File: src/rtl/reg_file_mp.sv
// Multi-port register file with same-cycle write bypass and a pending-write scoreboard.
// Define REG_FILE_MP_ZERO_REG_EN to hardwire register 0 to zero.
module reg_file_mp #(
  parameter int NUM_REG = 5,
  parameter int BITS    = 32,
  parameter int NUM_RD  = 2,
  parameter int NUM_WR  = 1
) (
  input  logic                      clk,
  input  logic                      reset,
  input  logic [NUM_WR-1:0]         wen_i,
  input  logic [NUM_WR*NUM_REG-1:0] wa_i,
  input  logic [NUM_WR*BITS-1:0]    wd_i,
  input  logic [NUM_RD*NUM_REG-1:0] ra_i,
  output logic [NUM_RD*BITS-1:0]    rd_o,
  output logic [NUM_RD-1:0]         busy_o,
  input  logic                      pend_set_i,
  input  logic [NUM_REG-1:0]        pend_sa_i
);

  localparam int DEPTH = 1 << NUM_REG;

`ifdef REG_FILE_MP_ZERO_REG_EN
  localparam bit ZERO_REG = 1'b1;
`else
  localparam bit ZERO_REG = 1'b0;
`endif

  logic [BITS-1:0]    mem [DEPTH];
  logic [DEPTH-1:0]   pend;
  logic [DEPTH-1:0]   pend_nxt;

  logic [NUM_REG-1:0] wa [NUM_WR];
  logic [BITS-1:0]    wd [NUM_WR];
  logic [NUM_REG-1:0] ra [NUM_RD];
  logic [NUM_WR-1:0]  wen_eff;
  logic               pend_set_eff;

  logic [BITS-1:0]    rd_val   [NUM_RD];
  logic               rd_hit   [NUM_RD];
  logic               busy_val [NUM_RD];

  // Writes to a hardwired register 0 are dropped here so neither storage nor bypass sees them.
  for (genvar k = 0; k < NUM_WR; k++) begin : g_wr
    assign wa[k]      = wa_i[k*NUM_REG +: NUM_REG];
    assign wd[k]      = wd_i[k*BITS +: BITS];
    assign wen_eff[k] = wen_i[k] && !(ZERO_REG && (wa[k] == '0));
  end

  assign pend_set_eff = pend_set_i && !(ZERO_REG && (pend_sa_i == '0));

  for (genvar j = 0; j < NUM_RD; j++) begin : g_rd
    assign ra[j]                 = ra_i[j*NUM_REG +: NUM_REG];
    assign rd_o[j*BITS +: BITS]  = rd_val[j];
    assign busy_o[j]             = busy_val[j];
  end

  // Set is applied after the clears so a newly issued producer wins over a retiring one.
  always_comb begin
    pend_nxt = pend;
    for (int k = 0; k < NUM_WR; k++) begin
      if (wen_eff[k]) pend_nxt[wa[k]] = 1'b0;
    end
    if (pend_set_eff) pend_nxt[pend_sa_i] = 1'b1;
  end

  always_ff @(posedge clk) begin
    if (reset) begin
      for (int i = 0; i < DEPTH; i++) mem[i] <= '0;
      pend <= '0;
    end else begin
      for (int k = 0; k < NUM_WR; k++) begin
        if (wen_eff[k]) mem[wa[k]] <= wd[k];
      end
      pend <= pend_nxt;
    end
  end

  // Ascending port scan: the highest-numbered matching writer is the one left in rd_val.
  always_comb begin
    for (int j = 0; j < NUM_RD; j++) begin
      rd_val[j]   = mem[ra[j]];
      rd_hit[j]   = 1'b0;
      busy_val[j] = 1'b0;
      for (int k = 0; k < NUM_WR; k++) begin
        if (wen_eff[k] && (wa[k] == ra[j])) begin
          rd_val[j] = wd[k];
          rd_hit[j] = 1'b1;
        end
      end
      if (reset || (ZERO_REG && (ra[j] == '0))) begin
        rd_val[j]   = '0;
        busy_val[j] = 1'b0;
      end else begin
        busy_val[j] = pend[ra[j]] && !rd_hit[j];
      end
    end
  end

endmodule

File: config.mk
export PLATFORM = sky130hd
export DESIGN_NAME = reg_file_mp
export DESIGN_NICKNAME = d
export VERILOG_FILES = /design/src/rtl/reg_file_mp.sv
export SDC_FILE = /design/constraint.sdc
export NUM_CORES = 2
export LEC_CHECK = 0
export CORE_UTILIZATION = 55
export CTS_BUF_LIST = sky130_fd_sc_hd__clkbuf_16
export DETAILED_ROUTE_END_ITERATION = 16
export PLACE_DENSITY = 0.77
export SLEW_MARGIN = 15
export SYNTH_ARGS = -nofsm -noshare
export SYNTH_HDL_FRONTEND = slang
export SYNTH_SLANG_ARGS = --single-unit
export TNS_END_PERCENT = 50
File: constraint.sdc
create_clock -name clk -period 4.9 [get_ports clk]
set_input_delay 0.49 -clock clk [delete_from_list [all_inputs] [get_ports clk]]
set_output_delay 0.49 -clock clk [all_outputs]
set_load 0.03 [all_outputs]
After elaboration in Yosys (flattened, before gate mapping)
Memories as Yosys holds them, arrays and structs flattened.
Cells that the tools add are included.
{"block": "totals", "input_bits": 56, "output_inout_bits": 66, "word_cells": 48, "register_bits": 32, "memories": 1, "ram_bits": 1024}
{"block": "classes", "n_mux": 26, "eq_ne": 2, "n_bitwise": 3, "reduce_logical": 9, "order_cmp": 6}
{"memory": "mem", "depth": 32, "width": 32, "rd": 2, "rd_clocked_by_memory_dff": 0, "wr": 32, "line_no": "29", "text": "logic [BITS-1:0] mem [DEPTH];"}
{"operator": "32-bit two-way mux", "count": 7}
{"operator": "32-bit AND", "count": 1}
{"operator": "32-bit inverter", "count": 1}
{"operator": "32-bit bitwise OR", "count": 1}
{"operator": "32-bit OR reduction", "count": 1}
{"operator": "5-bit by 6-bit < comparator with 1-bit output (second input constant)", "count": 4}
{"operator": "1-bit two-way mux", "count": 14}
{"operator": "1-bit binary-select mux with 5-bit select", "count": 2}
{"operator": "1-bit demux with 5-bit select", "count": 2}
{"operator": "5-bit == test", "count": 2}
{"operator": "5-bit by 1-bit >= comparator with 1-bit output (second input constant)", "count": 2}
{"operator": "1-bit logical AND", "count": 6}
{"operator": "5-bit two-way mux", "count": 1}
{"operator": "1-bit zero test", "count": 2}

Longest topological paths before layout
{"block": "logic_depth", "word_depth": 9, "ltp_mapped": 10, "ltp_nobuf": 5}

Worst setup path before layout
No wires, ideal clock.
{"block": "synth_timing", "kind": "in2out", "startpoint": "input ra_i[0]", "endpoint": "output rd_o[22]", "n_path_buf": 5, "t_required_ns": 4.410, "arrival_time_ns": 2.634, "path_slack_ns": 1.776, "cell_stages": 10, "cell_sequence": "buf_4 buf_8 buf_12 buf_8 buf_12 mux2i_1 a221o_1 o21ai_1 nand3_1 a311oi_1"}
{"block": "synth_via", "elab_chain_len": 4, "elab_cells_between_ends": 5, "classes_between": "eq/ne (1); mux (2); reduce/logical (1); memory (1)"}
{"item": "start: declaration", "line_no": "14", "text": "input logic [NUM_RD*NUM_REG-1:0] ra_i,"}
{"item": "parallel branches: the longest is 2 deep, another holds memory 32 x 32 bit"}
{"item": "32-bit two-way mux (*)", "line_no": "86", "text": "if (wen_eff[k] && (wa[k] == ra[j])) begin"}
{"item": "32-bit two-way mux (*)", "line_no": "91", "text": "if (reset || (ZERO_REG && (ra[j] == '0))) begin"}
{"item": "end: declaration", "line_no": "15", "text": "output logic [NUM_RD*BITS-1:0] rd_o,"}
Every way passes the cells marked *.

Final worst setup path
{"block": "layout_timing", "startpoint": "input wa_i[4]", "endpoint": "output rd_o[25]"}
{"block": "layout_via", "elab_chain_len": 4}
{"item": "start: declaration", "line_no": "12", "text": "input logic [NUM_WR*NUM_REG-1:0] wa_i,"}
{"item": "5-bit == test", "line_no": "86"}
{"item": "1-bit logical AND", "line_no": "86"}
{"item": "32-bit two-way mux", "line_no": "86"}
{"item": "32-bit two-way mux", "line_no": "91"}
No other way between the ends.

==> flow_metrics.tcl <==
set metrics [dict create \
    fin_skew_ns 0 \
    cts_resized 0 \
    status "finished clean" \
    synthTopCellsByArea "edfxtp_1, mux4_2, and2_1" \
    r2r_start "pend[25]$_SDFF_PP0_" \
    rows 117 \
    rsz0062_at_grt "no" \
    fp.dieH_um 324 \
    yosysWarningCount 0 \
    ir_worst_vdd_mv 0.308 \
    cts_hold_buffers 0 \
    synth_top_area_cell "edfxtp_1" \
    grt_usage_pct 38.5 \
    path_depth 7 \
    period_minus_slack_ns 4.71 \
    critPathTopFamily "simple AND/OR/NAND/NOR gates" \
    path_buf_inv 2 \
    cts_buffer_depth 3 \
    synthToLayoutAreaGrowth_pct 11.7 \
    antenna_found_initial 14 \
    syn-num-nets 3885 \
    slew_violations 0 \
    grt_max_degree 125 \
    max_freq_mhz 212 \
    start_kind "input port" \
    layout-drive-gt1-share_pct 25.1 \
    root_buffer "clkbuf_16" \
    viasPerCell 7.31 \
    min_path_cells 2 \
    reg2reg_depth 1 \
    htreeDepth 3 \
    synth_edf_count 1024 \
    total_power_uw 21900 \
    cts_tree "yes" \
    endpoint "rd_o[25]" \
    synth_cells 3829 \
    worstSetupStartpoint "wa_i[4]" \
    synth_seq_cells 1056 \
    chipWidth_um 324 \
    required_ns 4.41 \
    tightestPinTransition_ns 1.32 \
    hp-class "input port to flip-flop" \
    drtAntennaViolNets 0 \
    final_nets 3912 \
    cpPeakStageDelay_ns 0.85 \
    fin_area_um2 63700 \
    mostFrequentLayoutCell "edfxtp_1" \
    endpoint_kind "primary output" \
    place_ws_ns 0.467 \
    period_share_pct 96.2 \
    hold_viol_final 0 \
    slew_headroom_pct 11.2 \
    setup_tns_ns 0 \
    initial_core_util_pct 55.7 \
    routed-via-count 38900 \
    placed_area_um2 60200 \
    gp_congestion 1.01 \
    async_flop_share_pct 0 \
    path_max_fanout 10 \
    die_area_um2 105000 \
    drc 0 \
    mostFrequentLayoutCells "edfxtp_1, and2_1, mux4_2" \
    r2r-end "pend[25]$_SDFF_PP0_" \
    clkLatencyLatePin_ns 0.70 \
    synthFlopType "edfxtp_1" \
    clock-sinks 1056 \
    min_from "wd_i[8]" \
    wl_per_cell_um 37.6 \
    cts_setup_buffers 0 \
    hpwlAfterDp_um 121000 \
    worstPathCellList "clkdlybuf4s50_1 > xnor2_1 > nand4_1 > nor2_1 > nor4_1 > nor4_2 > clkdlybuf4s50_1" \
    io_pins 122 \
    port_buffers 121 \
    drtIter0Drc 7520 \
    critPathKind "input port to primary output" \
    ff2ff_setup_slack_ns 4.20 \
    grt_overflow_total 0 \
    clkTransAtPathRegs_ns 0.06 \
    wl_um 200000 \
    core_um2 102000 \
    p_leak_uw 0.0219 \
    synth-seq-area-share_pct 55.1 \
    p_per_area_nw_per_um2 344 \
    ys_types 66 \
    worstPathArrival_ns 4.22 \
    grt_pass1_wl_um 279000 \
    first_global_vias 37800 \
    finalSetupViolCount 0 \
    drv_cap 0 \
    mappedNetlistArea_um2 57000 \
    synth.top_cell.area_share_pct 53.9 \
    fin_ws_ns 0.187 \
    synth.avg_cell_area_um2 14.9 \
    cts_buffers 109 \
    cpMostUsedCell "clkdlybuf4s50_1" \
    firstDrtPassIters 7 \
    cp_slowest_cell "nor4_2" \
]
-- how the worst min path moves through the flow --
stage                                          end
final                     mem[23][8]$_SDFFCE_PN0P_
after global routing      mem[30][8]$_SDFFCE_PN0P_
after CTS                      pend[20]$_SDFF_PP0_
after detailed placement       pend[20]$_SDFF_PP0_
after global placement         pend[20]$_SDFF_PP0_
after floorplan                pend[20]$_SDFF_PP0_
-- layout make-up --
type                            instances  area [µm²]
Tap cell                             1368        1710
Antenna cell                            9        22.5
Clock inverter                         96         721
Clock buffer                          110        2750
Timing Repair Buffer                  292        3130
Sequential cell                      1056       31400
Multi-Input combinational cell       2386       23900
Inverter                               11        46.3
Fill cell                            7284       38600
-- cell usage after synthesis, types with 31 or more instances --
library cell / number
clkbuf_1: 248
dfxtp_1: 32
mux4_2: 535
nor2_1: 258
mux2i_1: 154
o22ai_1: 39
edfxtp_1: 1024
a221oi_1: 48
and2_1: 904
nor3_1: 44
a21oi_1: 31
nand2_1: 115
buf_2: 50
-- where the power goes --
group,total (µW),switching [µW],internal [µW]
Sequential,10600,248,10400
Clock,8190,3690,4510
Combinational,3110,1830,1280
-- metrics by stage --
step / hold WS (ns) / utilization (%) / std cells
global placement: 0.472 / 58.9 / 5113
global route: 0.491 / 62.2 / 5320
CTS: 0.519 / 62.3 / 5319
floorplan: 0.456 / - / 3829
detailed placement: 0.482 / 58.9 / 5113
finish: 0.480 / 62.3 / 5328
-- routing by layer --
metal  wire [µm]  track usage (%)
met1       66200             50.9
met4       13100             20.9
met3       35300             15.1
met5          46           0.0463
met2       85600             54.8
-- sequential cells by signal, summed over array words and instances (netlist names) --
name  cells
mem    1024
pend     32
-- cell families after synthesis --
logic type | after synthesis | share of synthesized area (%)
mux | 690 | 23.9
buf+inv | 387 | 3.50
xor+xnor | 10 | 0.154
simple gates | 1401 | 13.7
compound gates | 285 | 3.78
flops | 1056 | 55.1
Power figures use the tool's default switching activity.
